[src/rtl/freq_pkg.sv]
// Shared types and helpers for the frequency/period measurement block.
//   state_t   : measurement FSM encoding (IDLE / ARM / MEAS)
//   CNT_W_DEF : default counter width
//   sat_inc   : increment that sticks at the all-ones value of a given width
package freq_pkg;

  localparam int unsigned CNT_W_DEF = 32;
  localparam int unsigned SAT_W     = 64;

  typedef enum logic [1:0] {
    ST_IDLE = 2'd0,
    ST_ARM  = 2'd1,
    ST_MEAS = 2'd2
  } state_t;

  // Saturating increment for counters up to SAT_W bits wide; w is the live width.
  function automatic logic [SAT_W-1:0] sat_inc(input logic [SAT_W-1:0] v,
                                               input int unsigned       w);
    logic [SAT_W-1:0] max_v;
    max_v = (w >= SAT_W) ? {SAT_W{1'b1}} : ((SAT_W'(1) << w) - SAT_W'(1));
    return (v >= max_v) ? max_v : v + SAT_W'(1);
  endfunction

endpackage

[src/rtl/sync_edge_detect.sv]
// Multi-flop synchronizer for an asynchronous input followed by an edge detector.
//   Clk, Reset : clock, asynchronous active-high reset
//   din        : asynchronous input
//   rise_c     : one-cycle pulse on a synchronized 0->1 transition
//   fall_c     : one-cycle pulse on a synchronized 1->0 transition
module sync_edge_detect #(
  parameter int unsigned SYNC_STAGES = 2
) (
  input  logic Clk,
  input  logic Reset,
  input  logic din,
  output logic rise_c,
  output logic fall_c
);

  logic [SYNC_STAGES-1:0] sync_q;
  logic                   level_d;
  logic                   level;

  assign level = sync_q[SYNC_STAGES-1];

  // Synchronizer chain plus one delayed copy of the synchronized level.
  always_ff @(posedge Clk or posedge Reset) begin
    if (Reset) begin
      sync_q  <= '0;
      level_d <= 1'b0;
    end else begin
      sync_q  <= {sync_q[SYNC_STAGES-2:0], din};
      level_d <= level;
    end
  end

  assign rise_c = level & ~level_d;
  assign fall_c = ~level & level_d;

endmodule

[src/rtl/freq_measure.sv]
// One-shot period / high-time measurement of an asynchronous input, in Clk cycles.
//   Clk, Reset    : clock, asynchronous active-high reset
//   SigIn         : signal under measurement (async)
//   Start         : one-cycle measurement request (ignored while Busy)
//   Din           : timeout limit value, loaded by ConfigTimeout in IDLE only
//   Busy          : measurement in progress
//   Valid         : one-cycle pulse, Period/HighTime updated
//   Timeout       : one-cycle pulse, measurement aborted (limit 0 disables)
//   Period        : Clk cycles between two consecutive rising edges
//   HighTime      : Clk cycles from the rising edge to the falling edge
module freq_measure
  import freq_pkg::*;
#(
  parameter int unsigned     CNT_W           = CNT_W_DEF,
  parameter logic [CNT_W-1:0] DEFAULT_TIMEOUT = CNT_W'(32'hFFFF),
  parameter int unsigned     SYNC_STAGES     = 2
) (
  input  logic             Clk,
  input  logic             Reset,
  input  logic             SigIn,
  input  logic             Start,
  input  logic [CNT_W-1:0] Din,
  input  logic             ConfigTimeout,
  output logic             Busy,
  output logic             Valid,
  output logic             Timeout,
  output logic [CNT_W-1:0] Period,
  output logic [CNT_W-1:0] HighTime
);

  logic rise_c, fall_c;

  sync_edge_detect #(.SYNC_STAGES(SYNC_STAGES)) u_sync (
    .Clk    (Clk),
    .Reset  (Reset),
    .din    (SigIn),
    .rise_c (rise_c),
    .fall_c (fall_c)
  );

  state_t           state_q, state_nx;
  logic [CNT_W-1:0] cnt_q, cnt_nx, wait_q, wait_nx;
  logic [CNT_W-1:0] hi_lat_q, hi_lat_nx, limit_q, limit_nx;
  logic [CNT_W-1:0] period_nx, high_nx, cnt_inc, wait_inc;
  logic             hi_seen_q, hi_seen_nx, valid_nx, timeout_nx, timeout_hit;

  // State, counters and registered outputs.
  always_ff @(posedge Clk or posedge Reset) begin
    if (Reset) begin
      state_q   <= ST_IDLE;
      cnt_q     <= '0;
      wait_q    <= '0;
      hi_lat_q  <= '0;
      hi_seen_q <= 1'b0;
      limit_q   <= DEFAULT_TIMEOUT;
      Busy      <= 1'b0;
      Valid     <= 1'b0;
      Timeout   <= 1'b0;
      Period    <= '0;
      HighTime  <= '0;
    end else begin
      state_q   <= state_nx;
      cnt_q     <= cnt_nx;
      wait_q    <= wait_nx;
      hi_lat_q  <= hi_lat_nx;
      hi_seen_q <= hi_seen_nx;
      limit_q   <= limit_nx;
      Busy      <= (state_nx != ST_IDLE);
      Valid     <= valid_nx;
      Timeout   <= timeout_nx;
      Period    <= period_nx;
      HighTime  <= high_nx;
    end
  end

  // Next-state and output logic.
  always_comb begin
    state_nx   = state_q;
    cnt_nx     = cnt_q;
    wait_nx    = wait_q;
    hi_lat_nx  = hi_lat_q;
    hi_seen_nx = hi_seen_q;
    limit_nx   = limit_q;
    period_nx  = Period;
    high_nx    = HighTime;
    valid_nx   = 1'b0;
    timeout_nx = 1'b0;

    cnt_inc  = CNT_W'(sat_inc(SAT_W'(cnt_q), CNT_W));
    wait_inc = CNT_W'(sat_inc(SAT_W'(wait_q), CNT_W));
    // wait_q holds the number of busy cycles elapsed, counting the current one.
    timeout_hit = (limit_q != '0) && (wait_q >= limit_q);

    case (state_q)
      ST_IDLE: begin
        if (ConfigTimeout) limit_nx = Din;
        if (Start) begin
          state_nx = ST_ARM;
          wait_nx  = CNT_W'(1);
        end
      end
      ST_ARM: begin
        wait_nx = wait_inc;
        if (timeout_hit) begin
          state_nx   = ST_IDLE;
          timeout_nx = 1'b1;
        end else if (rise_c) begin
          state_nx   = ST_MEAS;
          cnt_nx     = CNT_W'(1);
          hi_seen_nx = 1'b0;
          hi_lat_nx  = '0;
        end
      end
      ST_MEAS: begin
        wait_nx = wait_inc;
        cnt_nx  = cnt_inc;
        if (fall_c && !hi_seen_q) begin
          hi_lat_nx  = cnt_q;
          hi_seen_nx = 1'b1;
        end
        // A completing rise takes priority over a simultaneous timeout.
        if (rise_c) begin
          state_nx  = ST_IDLE;
          period_nx = cnt_q;
          high_nx   = hi_seen_q ? hi_lat_q : '0;
          valid_nx  = 1'b1;
        end else if (timeout_hit) begin
          state_nx   = ST_IDLE;
          timeout_nx = 1'b1;
        end
      end
      default: state_nx = ST_IDLE;
    endcase
  end

endmodule

[config.mk]
export PLATFORM = sky130hd
export DESIGN_NAME = freq_measure
export DESIGN_NICKNAME = d
export VERILOG_FILES = /design/src/rtl/freq_pkg.sv /design/src/rtl/sync_edge_detect.sv /design/src/rtl/freq_measure.sv
export SDC_FILE = /design/constraint.sdc
export NUM_CORES = 1
export LEC_CHECK = 0
export ABC_AREA = 1
export ABC_CLOCK_PERIOD_IN_PS = 9300
export CORE_MARGIN = 3
export CORE_UTILIZATION = 55
export CTS_CLUSTER_DIAMETER = 50
export DETAILED_ROUTE_END_ITERATION = 6
export MAX_ROUTING_LAYER = met4
export PLACE_DENSITY = 0.89
export SYNTH_ARGS = -nofsm -noshare
export SYNTH_HDL_FRONTEND = slang
export SYNTH_HIERARCHICAL = 1
export SYNTH_SLANG_ARGS = --single-unit
[constraint.sdc]
create_clock -name Clk -period 9.3 [get_ports Clk]
set_clock_uncertainty 0.05 [all_clocks]
set_input_delay 1.86 -clock Clk [delete_from_list [all_inputs] [get_ports Clk]]
set_output_delay 1.86 -clock Clk [all_outputs]
set_load 0.005 [all_outputs]
==> impl_metrics.csv <==
group,metric,value,unit
synth,synth_nets,1521,
setup_path,crit_path_start_kind,"input port",
synth,synth_cell_type_count,43,
min_path,worstHoldPathCells,0,
synth,yosysSeqAreaShare,0.462,
routing,drt-initial-drc-count,1111,
power,powerDensity,209,mW/mm^2
placement,portBuffers,103,
global_route,antenna_found_initial,0,
die,fp-row-count,50,
finish,fin_nets,1593,
setup_path,cp.required,9.75,ns
routing,drcViolationCount,0,
synth,ys_warn_count,6,
setup_path,cp-end-kind,"asynchronous set/reset pin",
synth,synth_common_cells,"nand2_1, dfrtp_1, inv_1",
timing,fmax,283,MHz
placement,gp_congestion,0.999,
finish,final_util,0.679,
finish,drive_above_1_share,0.0612,
timing,setup_viol,0,
setup_path,slowest_stage,"buf_4",
setup_path,path_depth,3,
setup_path,r2r_slack,6.12,ns
finish,stdcell_area,0.0129,sq mm
global_route,busiest_layer,"met2",
clock_network,clk_pin_slew,0.06,ns
timing,setup_tns,0,ns
placement,placed_cell_area,0.0121,sq mm
setup_path,worst_ep_arrival_time,3.98,ns
clock_network,clock-root-buffer,"clkbuf_16",
setup_path,ff2ff_path_depth,14,
timing,fin_crit,3.53,ns
synth,syn_inst,1446,
global_route,grt_max_degree,126,
global_route,grt_pass1_wl,48.7,mm
job,maxCapViolCount,0,
synth,synth.top_cell.area_share,0.424,
clock_network,ctsHoldBuffers,0,
synth,synth_edf_count,0,
global_route,use_met3,0.0460,
clock_network,ctsResizeCount,0,
setup_path,critPathTopFamily,"buffers and inverters",
clock_network,clock_latency,0.52,ns
synth,yosys-top-cells-area,"dfrtp_1, nand2_1, inv_1",
min_path,hold_class,"reg2reg",
synth,netlist_area,0.0109,sq mm
routing,drt-total-wl,28.9,mm
timing,worst_slew_pin_slew,1.09,ns
clock_network,cts_sinks,201,
routing,vias_per_cell,5.56,
power,ir_drop,112,uV
clock_network,post-cts-setup-buffer-count,0,
die,die_h,147,microns
timing,whs,0.315,ns
timing,grt_setup_unrepaired,"false",
finish,antenna_cells,0,
setup_path,worst-setup-path-type,"in2async",
synth,yosys.area.top_type,"dfrtp_1",
global_route,grt_pass1_vias,9703,
power,leakage,6.14,nW
min_path,holdPathEnd,"u_sync/sync_q[1]",
synth,syn_area_per_cell,7.55,sq um
clock_network,clockBufferDepth,3,
global_route,use_met2,0.425,
clock_network,numCtsBuffers,24,
timing,drv_slew,0,
global_route,grtUsageTotal,0.277,
die,io_pins,104,
routing,ant_nets,0,
min_path,hold_start,"u_sync/sync_q[0]",
die,die_area,0.0216,sq mm
setup_path,r2r_start,"limit_q[15]",
synth,synth_seq_cells,201,
synth,yosysMostFrequentCell,"nand2_1",
routing,vias,9980,
die,die_w,147,microns
die,core_area,0.0191,sq mm
timing,fin_crit_sh,0.379,
outcome,run_status,"completed",
setup_path,reg2reg_to,"cnt_q[7]",
global_route,gr-total-overflow,0,
synth,synth-async-reset-ratio,1.00,
synth,synth_ff_type,"dfrtp_1",
setup_path,crit_chain,"clkdlybuf4s50_1 -> inv_8 -> buf_4",
finish,area_delta_synth_final,18.6,%
setup_path,crit_buf_inv,3,
global_route,use_met1,0.392,
clock_network,cts_tree,"built",
routing,drt_pass1_iterations,5,
placement,dpl.hpwl,19.8,mm
setup_path,crit_fanout,120,
routing,wl_per_cell,16.1,microns
clock_network,htree_levels,1,
timing,relSlewSlack,0.276,
die,initial_core_util,0.572,
timing,finalHoldViolations,0,
setup_path,cpPeakStageDelay,0.85,ns
[sequential cells by signal (all words and copies together) (netlist names)]
| register | count |
|---|---|
| HighTime | 32 |
| u_sync/sync_q | 2 |
| hi_lat_q | 32 |
| wait_q | 32 |
| cnt_q | 32 |
| Busy | 1 |
| hi_seen_q | 1 |
| Timeout | 1 |
| Valid | 1 |
| state_q | 2 |
| limit_q | 32 |
| Period | 32 |
| u_sync/level_d | 1 |
[worst max-delay path by stage]
stage | from | to
after floorplan | Reset | Busy
after global placement | Reset | hi_lat_q[23]
after detailed placement | Reset | hi_lat_q[25]
after CTS | Reset | hi_seen_q
after global routing | Reset | hi_lat_q[20]
final | Reset | hi_lat_q[20]
[power breakdown]
part,leakage [nW],internal [mW],switching [mW]
Combinational,3.02,0.163,0.459
Sequential,2.68,0.991,0.0581
Clock,0.434,0.658,0.378
[metal layers]
metal  wire, microns  vias up
met5               0        -
met4             582        0
met3            2360       53
met2           13100      414
met1           12800     4704
li1                -     4809
[cell usage in the layout (no fill, tap or decap), types with 25 or more instances in the layout]
cell / n
nor2_1: 117
dfrtp_1: 185
nor3_1: 27
ha_1: 37
a21oi_1: 53
o21ai_0: 96
nand3_1: 50
clkdlybuf4s50_1: 103
o21ai_1: 45
clkbuf_16: 25
nand4_1: 53
inv_1: 158
nand2_1: 463
[kinds of logic after synthesis]
| logic type | synth area share |
|---|---|
| compound gates | 0.102 |
| buf+inv | 0.0826 |
| mux | 0.00103 |
| simple gates | 0.289 |
| flops | 0.462 |
| xor+xnor | 0.0193 |
| fa+ha+maj | 0.0435 |
[stage by stage]
| step | cells | power, mW | setup WS, ns |
|---|---|---|---|
| final | 1796 | 2.71 | 5.77 |
| after global routing | 1796 | 2.84 | 5.45 |
| after CTS | 1796 | 2.70 | 5.69 |
| after detailed placement | 1752 | 1.67 | 5.17 |
| after global placement | 1752 | 1.64 | 5.18 |
| after floorplan | 1446 | 1.52 | 2.02 |
[final cells by class]
type	count	area, sq um
Clock buffer	34	729
Clock inverter	10	163
Fill cell	1539	6130
Inverter	163	622
Multi-Input combinational cell	1019	4980
Sequential cell	201	5050
Tap cell	260	325
Timing Repair Buffer	109	1080
Power figures use the tool's default switching activity.
